### config.mk
export PLATFORM = sky130hd
export DESIGN_NAME = packet_fifo_controller
export DESIGN_NICKNAME = d
export VERILOG_FILES = /design/src/rtl/packet_fifo_controller.sv
export SDC_FILE = /design/constraint.sdc
export NUM_CORES = 1
export LEC_CHECK = 0
export ABC_AREA = 1
export BUFFER_PORTS_ARGS = -buffer_cell sky130_fd_sc_hd__buf_2
export CAP_MARGIN = 40
export CORE_UTILIZATION = 57
export CTS_BUF_LIST = sky130_fd_sc_hd__clkbuf_8
export DETAILED_ROUTE_END_ITERATION = 16
export HOLD_SLACK_MARGIN = 0.06
export PLACE_DENSITY = 0.92
export SLEW_MARGIN = 10
export SYNTH_ARGS = -nofsm -noshare
export SYNTH_HDL_FRONTEND = slang
export SYNTH_SLANG_ARGS = --single-unit
### constraint.sdc
create_clock -name clock -period 9.55 [get_ports clock]
set_clock_uncertainty 0.05 [all_clocks]
set_input_delay 0.4775 -clock clock [delete_from_list [all_inputs] [get_ports clock]]
set_output_delay 0.4775 -clock clock [all_outputs]
set_load 0.02 [all_outputs]
### src/rtl/packet_fifo_controller.sv
// Packet-mode FIFO controller driving an external dual-port memory.
// Beats land tentatively behind write_ptr and become readable only when the
// packet's last beat moves commit_ptr. Overflowed or dropped packets are
// rewound so a consumer never sees a partial packet.
module packet_fifo_controller #(
  parameter int WIDTH      = 8,
  parameter int DEPTH      = 16,
  parameter int DEPTH_LOG2 = $clog2(DEPTH)
) (
  input  logic                  clock,
  input  logic                  resetn,
  input  logic                  flush,
  input  logic                  write_enable,
  input  logic [WIDTH-1:0]      write_data,
  input  logic                  write_last,
  input  logic                  write_drop,
  input  logic                  read_enable,
  output logic [WIDTH-1:0]      read_data,
  output logic                  read_last,
  output logic                  empty,
  output logic                  full,
  output logic [DEPTH_LOG2:0]   level,
  output logic [DEPTH_LOG2:0]   pending,
  output logic [DEPTH_LOG2:0]   space,
  output logic [DEPTH_LOG2:0]   packet_count,
  output logic                  write_miss,
  output logic                  read_error,
  output logic                  packet_dropped,
  output logic                  memory_clock,
  output logic                  memory_write_enable,
  output logic [DEPTH_LOG2-1:0] memory_write_address,
  output logic [WIDTH:0]        memory_write_data,
  output logic                  memory_read_enable,
  output logic [DEPTH_LOG2-1:0] memory_read_address,
  input  logic [WIDTH:0]        memory_read_data
);

  localparam int AW = DEPTH_LOG2;
  localparam int PW = AW + 1;

  // Pointer advance: the address wraps at DEPTH-1 (not at 2^AW) and flips the lap bit.
  function automatic logic [PW-1:0] f_inc(input logic [PW-1:0] p);
    if (p[AW-1:0] == AW'(DEPTH - 1)) f_inc = {~p[AW], {AW{1'b0}}};
    else                             f_inc = p + PW'(1);
  endfunction

  // Lap-aware distance a - b; differing lap bits mean a is one lap ahead.
  function automatic logic [PW-1:0] f_diff(input logic [PW-1:0] a, input logic [PW-1:0] b);
    logic [PW-1:0] d;
    d = {1'b0, a[AW-1:0]} - {1'b0, b[AW-1:0]};
    if (a[AW] != b[AW]) d = d + PW'(DEPTH);
    return d;
  endfunction

  logic [PW-1:0] r_wr_ptr, r_cm_ptr, r_rd_ptr, r_pkt_cnt;
  logic          r_poison, r_write_miss, r_read_error, r_pkt_dropped;

  logic [PW-1:0] w_level, w_pending, w_space, w_wr_inc, w_rd_inc;
  logic          w_full, w_empty, w_do_write, w_commit, w_overflow, w_bad_end;
  logic          w_drop, w_drop_pulse, w_rewind, w_do_read, w_rd_err, w_rd_last_pop;

  assign w_level   = f_diff(r_cm_ptr, r_rd_ptr);
  assign w_pending = f_diff(r_wr_ptr, r_cm_ptr);
  assign w_space   = PW'(DEPTH) - w_level - w_pending;
  assign w_full    = (w_space == '0);
  assign w_empty   = (w_level == '0);
  assign w_wr_inc  = f_inc(r_wr_ptr);
  assign w_rd_inc  = f_inc(r_rd_ptr);

  // Write side qualification; flush and drop mask everything else.
  assign w_do_write   = write_enable & ~w_full & ~r_poison & ~write_drop & ~flush;
  assign w_commit     = w_do_write & write_last;
  assign w_overflow   = write_enable & w_full & ~write_drop & ~flush;
  // A last beat that cannot be stored (poisoned, or arriving while full) ends a
  // packet that can never commit, so it is discarded on the spot.
  assign w_bad_end    = write_enable & write_last & (r_poison | w_full) & ~write_drop & ~flush;
  assign w_drop       = write_drop & ~flush;
  assign w_drop_pulse = w_drop & ((w_pending != '0) | r_poison);
  assign w_rewind     = w_drop | w_bad_end;

  // Read side; only committed beats are visible.
  assign w_do_read     = read_enable & ~w_empty & ~flush;
  assign w_rd_err      = read_enable & w_empty & ~flush;
  assign w_rd_last_pop = w_do_read & memory_read_data[WIDTH];

  // Pointer, poison and packet-count state.
  always_ff @(posedge clock or negedge resetn) begin
    if (!resetn) begin
      r_wr_ptr  <= '0;
      r_cm_ptr  <= '0;
      r_rd_ptr  <= '0;
      r_pkt_cnt <= '0;
      r_poison  <= 1'b0;
    end else if (flush) begin
      r_wr_ptr  <= r_cm_ptr;
      r_rd_ptr  <= r_cm_ptr;
      r_pkt_cnt <= '0;
      r_poison  <= 1'b0;
    end else begin
      if (w_rewind) begin
        r_wr_ptr <= r_cm_ptr;
        r_poison <= 1'b0;
      end else begin
        if (w_do_write) r_wr_ptr <= w_wr_inc;
        if (w_commit)   r_cm_ptr <= w_wr_inc;
        if (w_overflow) r_poison <= 1'b1;
      end
      if (w_do_read) r_rd_ptr <= w_rd_inc;
      case ({w_commit, w_rd_last_pop})
        2'b10:   r_pkt_cnt <= r_pkt_cnt + PW'(1);
        2'b01:   r_pkt_cnt <= r_pkt_cnt - PW'(1);
        default: r_pkt_cnt <= r_pkt_cnt;
      endcase
    end
  end

  // One-cycle status pulses reporting the previous edge's events.
  always_ff @(posedge clock or negedge resetn) begin
    if (!resetn) begin
      r_write_miss  <= 1'b0;
      r_read_error  <= 1'b0;
      r_pkt_dropped <= 1'b0;
    end else begin
      r_write_miss  <= w_overflow;
      r_read_error  <= w_rd_err;
      r_pkt_dropped <= w_drop_pulse | w_bad_end;
    end
  end

  assign read_data            = memory_read_data[WIDTH-1:0];
  assign read_last            = memory_read_data[WIDTH];
  assign empty                = w_empty;
  assign full                 = w_full;
  assign level                = w_level;
  assign pending              = w_pending;
  assign space                = w_space;
  assign packet_count         = r_pkt_cnt;
  assign write_miss           = r_write_miss;
  assign read_error           = r_read_error;
  assign packet_dropped       = r_pkt_dropped;
  assign memory_clock         = clock;
  assign memory_write_enable  = w_do_write;
  assign memory_write_address = r_wr_ptr[AW-1:0];
  assign memory_write_data    = {write_last, write_data};
  assign memory_read_enable   = w_do_read;
  assign memory_read_address  = r_rd_ptr[AW-1:0];

endmodule
==> run summary <==
cells on worst reg2reg path = 23
cell-by-cell trace of the critical path = clkbuf_8 > clkbuf_8 > buf_2
clock tree from TritonCTS = built
Clock Pin Slew Worst Setup and Hold Paths = 90 ps
delay contributed by the slowest stage of the critical path = 150 ps
Layout Nets = 370
PortBufs = 45
residual overflow from global routing = 0
outcome = completed
net count of the mapped netlist = 345
maximum fanout encountered on the critical timing path = 2
number of storage elements in the synthesis netlist = 24
critical path's slowest cell = buf_2
Area Growth Syn to Fin = 7.71%
Critical Path End Type = output port
synthesized instance count = 298
Worst Setup Path Type = clock port to output port
count of vias placed by the detailed router = 2048
worst hold stages = 3
GPL Wtd Cong = 0.939
WP data arrival = 5150 ps
count of maximum capacitance violations = 0
number of antenna-violating nets in the routed design = 0
count of pins over their slew limit = 0
vias in the first global route = 1824
Cell Rows = 22
area used by multi-input combinational logic = 1340 sq um
Hold Violations, Final = 0
final wirelength = 5120 um
Avg WL per Cell = 13.8 um
number of warnings printed during yosys synthesis = 0
cell accounting for the most synthesized area = dfrtp_1
area inside the core boundary = 3800 sq um
average size of a mapped cell = 7.84 sq um
Final Instance Count excl. Fillers = 370
synthesized area = 2340 sq um
area of the die = 4360 sq um
Ports = 78
DR DRC count = 0
worst-skew pair later-pin latency = 390 ps
hold_ws = 299 ps
global-route usage over all layers = 25.7%
post-cts sizing count = 0
relative slew slack = 63.8%
count of buffering cells on the critical path with inverters included = 3
global-route wire length before repair = 8180 um
initial DRC count = 158
number of placed instances with taps included = 362
CP most frequent cell = clkbuf_8
sum of negative setup slack = 0 ps
number of detailed-routing iterations run before antenna repair = 5
post-DR vias/cell = 5.54
number of fill cells = 300
Die X = 66.0 um
n_diodes = 0
antenna violations before repair = 0
Worst Setup Start Kind = clock port
post-synthesis cell type count = 35
slew at the pin with the worst max-slew slack = 544 ps
fraction of final layout cells with drive strength greater than 1 = 25.8%
starting density of the core = 61.5%
setup repair after global routing missed its margin = false
largest net degree at the start of global routing = 25
final core occ = 66.3%
final setup fails = 0
hold crit path type = input pin to flop
sequential cell area fraction in the yosys report = 25.7%
Area contributors post-synth = dfrtp_1 (26%), ha_1 (10%), nand2_1 (10%), buf_4 (8.7%), inv_1 (6.9%)
cell family with the largest share of critical-path delay = buffers and inverters
vertical die dimension = 66.0 um
Storage cell area = 601 sq um
stages on the worst setup path = 3
area share of the largest cell type after synthesis = 25.7%
required time at the endpoint of the critical path = 9020 ps
half-perimeter wire length after detailed placement = 4060 um
## through the flow
stage	area [sq um]	worst slack (ps)
2_1_floorplan	2340	4110
3_3_place_gp	2390	4110
3_5_place_dp	2390	4110
4_1_cts	2520	3870
5_1_grt	2520	3860
6_report	2520	3870
## tightest hold or removal path, cell delays in order
cell	delay (ps)
buf_2	100
nand3_1	70
nand2_1	60
## layer usage
metal / routed length (um) / global-route usage (%) / vias to the layer above
met5: 0 / 0 / -
met4: 133 / 13.6 / 0
met3: 413 / 7.76 / 14
met2: 2530 / 41.3 / 87
met1: 2040 / 30.7 / 964
li1: - / - / 983
## synth_stat cells
| library cell | number |
|---|---|
| nand2_4 | 6 |
| a21oi_1 | 5 |
| o221ai_1 | 3 |
| or2_4 | 1 |
| a21boi_2 | 1 |
| nor3_1 | 3 |
| buf_4 | 27 |
| buf_6 | 1 |
| o211ai_1 | 2 |
| nand3b_1 | 3 |
| nor2_4 | 1 |
| o21ai_0 | 9 |
| nor2_1 | 10 |
| nand4_1 | 1 |
| nand3_1 | 32 |
| nand3_4 | 3 |
| xor2_1 | 7 |
| o21ai_1 | 1 |
| xnor2_1 | 5 |
| clkbuf_8 | 1 |
| nand2_1 | 62 |
| or2_1 | 1 |
| a22oi_1 | 1 |
| nor4_1 | 1 |
| inv_1 | 43 |
| a31oi_1 | 1 |
| fa_1 | 4 |
| ha_1 | 19 |
| nand3_2 | 3 |
| a21oi_4 | 1 |
| dfrtp_1 | 24 |
| inv_2 | 2 |
| nor4_4 | 1 |
| and2_1 | 1 |
| nand2_2 | 12 |
## registers in the layout (all words and copies together) (netlist names)
name	cells
packet_count	5
packet_dropped	1
r_cm_ptr	5
r_poison	1
r_rd_ptr	5
r_wr_ptr	5
read_error	1
write_miss	1
## cell type report
cell class	count	share of cell area [%]
multi-input cells	200	53.2
flip-flops and latches	24	23.9
repair buffers	45	9.15
inverters	45	6.71
clock buffers	7	3.48
well taps	48	2.39
clock inverters	1	1.19
## worst paths after layout
kind                            slack, ps             from              end
worst max-delay path                 3870            clock     memory_clock
max in group asynchronous            8540           resetn  packet_count[0]
worst max register to register       4960      r_wr_ptr[0]  packet_count[4]
worst min-delay path                  300       write_drop   packet_dropped
worst min register to register        500  packet_count[3]  packet_count[3]
min in group asynchronous             540           resetn      r_wr_ptr[4]
## kinds of logic after synthesis
family	synth area share (%)
AND/OR/NAND/NOR	32.5
buffers and inverters	17.0
AO/OA/AOI/OAI	6.75
flip-flops	25.7
adder cells (fa/ha/maj)	13.6
XOR/XNOR	4.50
## repair_timing
item                      CTS  global route
hold endpoints to repair   24             0
buffers inserted            0             0
hold buffers                1             0
## layout by cell type, fill, tap and decap left out, types with 2 or more instances in the layout
cell,Yosys,final
nand2_1,62,62
buf_2,0,45
inv_1,43,43
nand3_1,32,32
dfrtp_1,24,24
ha_1,19,19
nand2_2,12,12
nor2_1,10,10
o21ai_0,9,9
xor2_1,7,7
nand2_4,6,6
clkbuf_8,1,6
a21oi_1,5,5
xnor2_1,5,5
fa_1,4,4
nand3_2,3,3
nand3_4,3,3
nand3b_1,3,3
nor3_1,3,3
o221ai_1,3,3
inv_2,2,2
o211ai_1,2,2
Power is not shown: default switching activity piles up to over one toggle a cycle in this logic, so the estimate is an artifact.
